[src/rtl/div_pkg.sv]
// Shared definitions for the iterative RV32M divider: widths, op encoding, FSM states.
package div_pkg;

  localparam int unsigned DIV_XLEN = 32;

  localparam logic [1:0] DIV_OP_DIV  = 2'b00;
  localparam logic [1:0] DIV_OP_DIVU = 2'b01;
  localparam logic [1:0] DIV_OP_REM  = 2'b10;
  localparam logic [1:0] DIV_OP_REMU = 2'b11;

  localparam logic [DIV_XLEN-1:0] DIV_ZERO_Q = '1;

  typedef enum logic [1:0] {
    IDLE = 2'd0,
    CALC = 2'd1,
    FIX  = 2'd2
  } div_state_t;

endpackage

[src/rtl/div_if.sv]
// Request/response bundle between the control unit and the divider.
interface div_if #(parameter int unsigned XLEN = div_pkg::DIV_XLEN);

  logic            start_i;
  logic [1:0]      op_i;
  logic [XLEN-1:0] a_i;
  logic [XLEN-1:0] b_i;
  logic            busy_o;
  logic            done_o;
  logic [XLEN-1:0] result_o;

  modport master (
    output start_i, op_i, a_i, b_i,
    input  busy_o, done_o, result_o
  );

  modport slave (
    input  start_i, op_i, a_i, b_i,
    output busy_o, done_o, result_o
  );

endinterface

[src/rtl/div_step.sv]
// One restoring-division iteration: shift {rem,quo} left and try subtracting the divisor.
module div_step import div_pkg::*; #(
  parameter int unsigned XLEN = DIV_XLEN
) (
  input  logic [XLEN-1:0] rem_i,
  input  logic [XLEN-1:0] quo_i,
  input  logic [XLEN-1:0] dvs_i,
  output logic [XLEN-1:0] rem_o,
  output logic [XLEN-1:0] quo_o
);

  logic [XLEN-1:0] dvs_inv;
  logic [XLEN:0]   rem_sh;
  logic [XLEN:0]   diff;
  logic            carry;
  logic            unused_diff_msb;

  not_gate #(.WIDTH(XLEN)) u_dvs_inv (
    .a_i (dvs_i),
    .y_o (dvs_inv)
  );

  assign rem_sh = {rem_i, quo_i[XLEN-1]};

  // Carry out of rem_sh + ~{0,dvs} + 1 is set exactly when rem_sh >= dvs (no borrow).
  assign {carry, diff} = {1'b0, rem_sh} + {1'b0, 1'b1, dvs_inv} + (XLEN+2)'(1);

  // On success the difference is below the divisor, so its top bit is always zero.
  assign unused_diff_msb = diff[XLEN];

  assign rem_o = carry ? diff[XLEN-1:0] : rem_sh[XLEN-1:0];
  assign quo_o = {quo_i[XLEN-2:0], carry};

endmodule

[src/rtl/not_gate.sv]
// Configurable bitwise inverter, shared across the datapath.
module not_gate #(
  parameter int unsigned WIDTH = 32
) (
  input  logic [WIDTH-1:0] a_i,
  output logic [WIDTH-1:0] y_o
);

  assign y_o = ~a_i;

endmodule

[src/rtl/div_unit.sv]
// Iterative 32-bit divider for DIV/DIVU/REM/REMU: magnitude load, XLEN restoring steps, sign fix.
module div_unit import div_pkg::*; #(
  parameter int unsigned XLEN = DIV_XLEN
) (
  input  logic  clk_i,
  input  logic  rst_i,
  div_if.slave  bus
);

  localparam int unsigned CNT_W = $clog2(XLEN);

  div_state_t      state, state_nx;
  logic [CNT_W-1:0] cnt;
  logic [XLEN-1:0] quo, rem, dvs, a_lat, result_q;
  logic [1:0]      op_q;
  logic            sign_a, sign_b, div0;
  logic            busy_q, done_q;
  logic            busy_d, done_d;

  logic            signed_op;
  logic [XLEN-1:0] a_inv, b_inv, quo_inv, rem_inv;
  logic [XLEN-1:0] a_mag, b_mag, quo_fix, rem_fix, res_fix;
  logic [XLEN-1:0] rem_step, quo_step;

  assign signed_op = ~bus.op_i[0];

  not_gate #(.WIDTH(XLEN)) u_a_inv   (.a_i(bus.a_i), .y_o(a_inv));
  not_gate #(.WIDTH(XLEN)) u_b_inv   (.a_i(bus.b_i), .y_o(b_inv));
  not_gate #(.WIDTH(XLEN)) u_quo_inv (.a_i(quo),     .y_o(quo_inv));
  not_gate #(.WIDTH(XLEN)) u_rem_inv (.a_i(rem),     .y_o(rem_inv));

  assign a_mag = (signed_op && bus.a_i[XLEN-1]) ? a_inv + XLEN'(1) : bus.a_i;
  assign b_mag = (signed_op && bus.b_i[XLEN-1]) ? b_inv + XLEN'(1) : bus.b_i;

  assign quo_fix = (sign_a ^ sign_b) ? quo_inv + XLEN'(1) : quo;
  assign rem_fix = sign_a ? rem_inv + XLEN'(1) : rem;

  // op_q[1] selects the remainder flavours; divide-by-zero returns the original dividend there.
  assign res_fix = div0 ? (op_q[1] ? a_lat : XLEN'(DIV_ZERO_Q))
                        : (op_q[1] ? rem_fix : quo_fix);

  div_step #(.XLEN(XLEN)) u_step (
    .rem_i (rem),
    .quo_i (quo),
    .dvs_i (dvs),
    .rem_o (rem_step),
    .quo_o (quo_step)
  );

  always_ff @(posedge clk_i or posedge rst_i) begin
    if (rst_i) state <= IDLE;
    else       state <= state_nx;
  end

  always_comb begin
    state_nx = state;
    done_d   = 1'b0;
    case (state)
      IDLE: if (bus.start_i) state_nx = (bus.b_i == '0) ? FIX : CALC;
      CALC: if (cnt == '0) state_nx = FIX;
      FIX: begin
        state_nx = IDLE;
        done_d   = 1'b1;
      end
      default: state_nx = IDLE;
    endcase
    busy_d = (state_nx != IDLE);
  end

  // Operand capture, iteration and result registers.
  always_ff @(posedge clk_i or posedge rst_i) begin
    if (rst_i) begin
      cnt      <= '0;
      quo      <= '0;
      rem      <= '0;
      dvs      <= '0;
      a_lat    <= '0;
      op_q     <= '0;
      sign_a   <= 1'b0;
      sign_b   <= 1'b0;
      div0     <= 1'b0;
      result_q <= '0;
      busy_q   <= 1'b0;
      done_q   <= 1'b0;
    end else begin
      busy_q <= busy_d;
      done_q <= done_d;
      case (state)
        IDLE: if (bus.start_i) begin
          op_q   <= bus.op_i;
          sign_a <= signed_op & bus.a_i[XLEN-1];
          sign_b <= signed_op & bus.b_i[XLEN-1];
          quo    <= a_mag;
          rem    <= '0;
          dvs    <= b_mag;
          a_lat  <= bus.a_i;
          cnt    <= CNT_W'(XLEN - 1);
          div0   <= (bus.b_i == '0);
        end
        CALC: begin
          rem <= rem_step;
          quo <= quo_step;
          cnt <= cnt - CNT_W'(1);
        end
        FIX:     result_q <= res_fix;
        default: ;
      endcase
    end
  end

  assign bus.busy_o   = busy_q;
  assign bus.done_o   = done_q;
  assign bus.result_o = result_q;

endmodule

[src/flat_wrapper.sv]
// flat-port wrapper written by rule: the top's interface ports become plain ports
module div_unit_flat import div_pkg::*;
#(
  parameter int unsigned XLEN = DIV_XLEN
)
  (clk_i, rst_i, bus_start_i, bus_op_i, bus_a_i, bus_b_i, bus_busy_o, bus_done_o, bus_result_o);
  div_if #(.XLEN(XLEN)) bus_i ();
  input  logic clk_i;
  input  logic rst_i;
  input wire logic [$bits(bus_i.start_i)-1:0] bus_start_i;
  input wire logic [$bits(bus_i.op_i)-1:0] bus_op_i;
  input wire logic [$bits(bus_i.a_i)-1:0] bus_a_i;
  input wire logic [$bits(bus_i.b_i)-1:0] bus_b_i;
  output wire logic [$bits(bus_i.busy_o)-1:0] bus_busy_o;
  output wire logic [$bits(bus_i.done_o)-1:0] bus_done_o;
  output wire logic [$bits(bus_i.result_o)-1:0] bus_result_o;
  assign bus_i.start_i = bus_start_i;
  assign bus_i.op_i = bus_op_i;
  assign bus_i.a_i = bus_a_i;
  assign bus_i.b_i = bus_b_i;
  assign bus_busy_o = bus_i.busy_o;
  assign bus_done_o = bus_i.done_o;
  assign bus_result_o = bus_i.result_o;
  div_unit #(.XLEN(XLEN)) u_core (.clk_i(clk_i), .rst_i(rst_i), .bus(bus_i));
endmodule
[config.mk]
export PLATFORM = sky130hd
export DESIGN_NAME = div_unit_flat
export DESIGN_NICKNAME = d
export VERILOG_FILES = /design/src/rtl/div_pkg.sv /design/src/rtl/div_if.sv /design/src/rtl/div_step.sv /design/src/rtl/not_gate.sv /design/src/rtl/div_unit.sv /design/src/flat_wrapper.sv
export SDC_FILE = /design/constraint.sdc
export NUM_CORES = 1
export LEC_CHECK = 0
export ABC_AREA = 1
export CORE_MARGIN = 3
export CORE_UTILIZATION = 65
export DETAILED_ROUTE_END_ITERATION = 6
export DONT_BUFFER_PORTS = 1
export PLACE_DENSITY = 0.78
export SYNTH_ARGS = -nofsm -noshare
export SYNTH_HDL_FRONTEND = slang
export SYNTH_SLANG_ARGS = --single-unit
[constraint.sdc]
create_clock -name clk_i -period 7.4 [get_ports clk_i]
set_input_delay 1.85 -clock clk_i [delete_from_list [all_inputs] [get_ports clk_i]]
set_output_delay 1.85 -clock clk_i [all_outputs]
set_load 0.01 [all_outputs]
# Word level (Yosys, flattened, before mapping)
# Cells that the tools add are included.
# word_totals
ff_bits	174
inputBits	69
# op_classes
add_sub_neg	7
eq_ne	3
muxes	19
n_bitwise	9
reduce_logical	9
# ops
op	count
32-bit 2-to-1 mux	10
32-bit NOT	5
32-bit by 1-bit adder with 32-bit output, second input constant	4
32-bit one-hot mux with 2 select lines	2
33-bit by 33-bit adder with 34-bit output	1
34-bit by 1-bit adder with 34-bit output, second input constant	1
32-bit logical NOT	1
5-bit one-hot mux with 2 select lines	1
2-bit 2-to-1 mux	3
5-bit logical NOT	1
5-bit 2-to-1 mux	1
5-bit by 1-bit subtractor with 5-bit output, second input constant	1
2-bit one-hot mux with 2 select lines	1
2-bit AND reduction	2
2-bit nonzero test	2
1-bit bitwise AND	2
2-bit by 1-bit equality test with 1-bit output, second input constant	1
2-bit equality test, second input constant	1
1-bit logical AND	2
2-bit logical NOT	1
2-bit inequality test, second input constant	1
1-bit 2-to-1 mux	1
1-bit NOT	1
1-bit bitwise XOR	1

# Logic depth before layout (Yosys ltp)
# logic_depth
word_depth	5
ltp_mapped	16
ltp_nobuf	16

# Hierarchy
# A second synthesis with hierarchy kept.
# unflattened
hier_cells	2701
area_unflattened_um2	16118.0
# modules_own_cells
module	n_inst	cells_each	area_per_inst_um2	seq_area_each_um2
div_unit	1	1899	12239.2	4329.2
div_step	1	642	3278.1	0.0
not_gate	5	32	120.1	0.0

# Least setup slack after synthesis
# OpenSTA, ideal clock, no wires.
# synth_path
kind	input -> register
start	input bus_a_i[1]
end	register u_core.quo[26]
setup_time_ns	0.129
arrival_ns	3.008
required_time_ns	7.271
path_slack_ns	4.263
cell_stages	10
path_cell_list	inv_1 ha_1 nand4_1 nor2_2 nand2_1 o21ai_2 buf_4 nand3_1 nand3_1 nand3_1
# synth_between
elab_chain_cells	5
# synth_rtl
item	line_no	text
start: declaration	flat_wrapper.sv:12	input wire logic [$bits(bus_i.a_i)-1:0] bus_a_i;
32-bit NOT	not_gate.sv:9	assign y_o = ~a_i;
32-bit by 1-bit adder with 32-bit output	div_unit.sv:32	assign a_mag = (signed_op && bus.a_i[XLEN-1]) ? a_inv + XLEN'(1) : bus.a_i;
32-bit 2-to-1 mux	div_unit.sv:32	
32-bit 2-to-1 mux	div_unit.sv:89	IDLE: if (bus.start_i) begin
32-bit one-hot mux with 2 select lines	div_unit.sv:88	case (state)
end signal: assignment	div_unit.sv:93	quo <= a_mag;
end signal: assignment	div_unit.sv:102	quo <= quo_step;
end: declaration	div_unit.sv:14	logic [XLEN-1:0] quo, rem, dvs, a_lat, result_q;
# No other way between the ends. The select of a mux whose other input is x is not followed.
# A chain may end at the register's enable or synchronous reset.

# Worst setup path in the final report
# layout_path
start	input bus_start_i
end	register u_core.cnt[2]
# layout_between
elab_chain_cells	2
# layout_rtl
item	line_no	text
start: declaration	flat_wrapper.sv:10	input wire logic [$bits(bus_i.start_i)-1:0] bus_start_i;
2-bit inequality test (no source line)	-	
2-bit AND reduction (no source line)	-	
end signal: assignment	div_unit.sv:97	cnt <= CNT_W'(XLEN - 1);
end signal: assignment	div_unit.sv:103	cnt <= cnt - CNT_W'(1);
end: declaration	div_unit.sv:13	logic [CNT_W-1:0] cnt;
# No other way between the ends.

==> impl_metrics.py <==
metrics = {
    "grt": {
        "globalRouteOverflowTotal": 0,
        "grt_pass1_vias": 12634,
        "grt_antenna_before_repair": 1,
        "grt_util_all_layers_pct": 35.7,
        "grt_pass1_wl_um": 64500,
        "grt_max_degree": 102,
    },
    "clocking": {
        "ctsResizeCount": 0,
        "post_cts_buffers": 0,
        "holdBufCountCts": 0,
        "cts_buffers": 17,
        "clockBufferDepth": 2,
        "insertion_delay_ps": 440,
        "cts_sinks": 173,
        "cts_tree": "done",
        "clkTransAtPathRegs_ps": 80,
        "h-tree-depth": 4,
        "cts_root_buffer": "clkbuf_16",
    },
    "floorplanning": {
        "die_area_sq_um": 22900,
        "std_cell_rows": 52,
        "die_w_um": 151,
        "die_h_um": 151,
        "core_sq_um": 20500,
        "start_util_pct": 66.9,
        "top_level_ports": 103,
    },
    "critical_path": {
        "worstReg2RegStart": "u_core.state[1]",
        "startpoint_type": "primary input",
        "endpoint_kind": "flip-flop",
        "path_cells": "nand3_4, inv_2, nor2_4, buf_4, inv_1, o22ai_1, inv_1",
        "worst_ep_required_time_ps": 7730,
        "cp_top_family": "simple AND/OR/NAND/NOR gates",
        "cp_slowest_cell": "nand3_4",
        "critPathBufInv": 4,
        "crit_top_cell": "inv_1",
        "crit_type": "primary input to flip-flop",
        "cp_slowest_stage_delay_ps": 710,
        "critical_path.startpoint": "bus_start_i",
        "cp.arrival_ps": 4200,
        "path_max_fanout": 101,
    },
    "logic_synthesis": {
        "ys_ff_latch": 173,
        "syn_avg_cell_area_sq_um": 6.19,
        "ys_seq_area_share_pct": 31.6,
        "synth.cell_area_sq_um": 13700,
        "yosysUniqueCellTypes": 47,
        "synth_edf_count": 0,
        "async_flop_share_pct": 100,
        "synth_cells": 2214,
        "syn_nets": 2321,
        "ys.flop_type": "dfrtp_1",
        "synth.yosys.warnings": 0,
    },
    "power": {
        "power_w": 0.00781,
        "combPwrFrac_pct": 63.9,
        "p_int_w": 0.00353,
        "power_leakage_nw": 7.60,
        "p_per_area_nw_per_um2": 543,
        "p_switching_w": 0.00429,
        "pwr-share-clk_pct": 11.7,
        "power_frac_seq_pct": 24.4,
        "power_switching_share_pct": 54.9,
        "peakVddDrop_v": 0.000300,
    },
    "timing": {
        "final_max_slew_viol_count": 0,
        "min_period_ps": 3860,
        "setup_slack_ps": 3540,
        "tightestPinTransition_ps": 1060,
        "fin_crit_sh_pct": 52.2,
        "fin_skew_ps": 17.2,
        "fin_setup_tns_ps": 0,
        "relSlewSlack_pct": 29.1,
        "finalSetupViolCount": 0,
        "rsz0062_at_grt": "no",
        "fmax_ghz": 0.259,
        "hold_violations": 0,
    },
    "layout": {
        "layout_commonest_cell": "nand2_1",
        "num_antenna_cells": 0,
        "finalNonFillerCells": 2449,
        "final_area_sq_um": 14400,
        "drive_gt1_share_pct": 3.72,
        "final_nets": 2273,
        "area_growth_pct": 4.90,
        "final_cell_mix": "732 x nand2_1, 313 x inv_1, 279 x nand3_1",
    },
    "detailed_routing": {
        "drtIter0Drc": 1580,
        "vias": 14226,
        "routed_wl_um": 41200,
        "wl_per_cell_um": 16.8,
        "vias_per_cell": 5.81,
        "remaining_drc_errors": 0,
        "ant_nets": 0,
        "drt_first_pass_iters": 6,
    },
    "run": {
        "drv_cap": 0,
    },
    "outcome": {
        "status": "complete, no violations",
    },
    "hold_path": {
        "hp-class": "flip-flop to flip-flop",
        "holdCritStartpoint": "u_core.a_lat[12]",
    },
    "placed_design": {
        "place_hpwl_um": 31000,
        "placedCellCount": 2417,
        "finalWeightedCongestion": 0.967,
        "place_area_sq_um": 13800,
        "dpl_worst_slack_ps": 3170,
        "portBuffers": 0,
    },
}
[stage by stage]
step | util, % | hold WS [ps]
after global routing | 70.2 | 511
after floorplan | - | 444
after global placement | 67.3 | 462
after detailed placement | 67.3 | 466
after CTS | 70.2 | 485
final | 70.2 | 484
[power groups by stage]
| stage | Sequential, W | Clock (W) | Combinational [W] |
|---|---|---|---|
| finish | 0.00191 | 0.000914 | 0.00499 |
| global route | 0.00195 | 0.000950 | 0.00564 |
| CTS | 0.00188 | 0.000910 | 0.00491 |
| detailed placement | 0.00190 | 0 | 0.00488 |
| global placement | 0.00188 | 0 | 0.00474 |
| floorplan | 0.00173 | 0 | 0.00383 |
[worst register-to-register path, cell delays in order (launching register included)]
cell	delay, ps
dfrtp_1	390
inv_1	100
nand3_4	760
inv_2	170
nor2_4	610
buf_4	520
inv_1	160
o22ai_1	130
inv_1	50
[cell type report]
| class | instances | area [sq um] |
|---|---|---|
| multi-input cells | 1642 | 7850 |
| fillers | 1908 | 6110 |
| flip-flops and latches | 173 | 4330 |
| inverters | 324 | 1220 |
| clock buffers | 19 | 443 |
| well taps | 270 | 338 |
| clock inverters | 13 | 138 |
| repair buffers | 8 | 60.1 |
[registers in the layout, indices dropped and copies added (netlist names), 2 cells and up]
| name | count |
|---|---|
| u_core.a_lat | 32 |
| u_core.bus.result_o | 32 |
| u_core.dvs | 32 |
| u_core.quo | 32 |
| u_core.rem | 32 |
| u_core.cnt | 5 |
| u_core.state | 2 |
[cells in the mapped netlist, types with 7 or more instances]
cell / count / share of area [%]
inv_1: 315 / 8.6
nand4_1: 31 / 1.4
dfrtp_1: 173 / 32
nor2_2: 7 / 0.32
a21oi_1: 58 / 2.1
nor3_1: 9 / 0.33
nand2_2: 7 / 0.32
buf_2: 19 / 0.69
nand3b_1: 9 / 0.49
a22oi_1: 30 / 1.6
xor2_1: 25 / 1.6
nand2_1: 732 / 20
o211ai_1: 14 / 0.77
xnor2_1: 18 / 1.1
nand3_1: 280 / 10
clkbuf_1: 44 / 1.2
o21ai_1: 7 / 0.26
ha_1: 37 / 3.4
nor2_1: 214 / 5.9
o21ai_0: 115 / 4.2
o22ai_1: 7 / 0.32
[metal layers]
metal	part of all wire [%]	vias to the layer above	global-route usage, %	routed length, um
li1	-	6947	-	-
met1	44	6530	52.3	18000
met2	44	662	53.7	18300
met3	9.7	85	7.45	4010
met4	2.2	2	9.52	924
met5	0.027	-	0	11
[worst paths after layout]
check,end,slack (ps),cells after the start
min in group asynchronous,u_core.bus.result_o[8],1200,1
worst max register to register,u_core.cnt[2],4410,8
worst min register to register,u_core.a_lat[12],480,2
max in group asynchronous,u_core.rem[23],4920,2
worst max-delay path,u_core.cnt[2],3540,7
worst min-delay path,u_core.a_lat[12],480,2
[kinds of logic after synthesis]
group	after synthesis	share of synthesized area [%]
and+or+nand+nor	1312	40.3
buffers and inverters	399	11.4
AOI/OAI and AO/OA	248	10.3
DFF	173	31.6
xor gates and xnor gates	44	2.95
adders and majority gates	38	3.52
No activity file was read; power rests on OpenSTA's default activity.
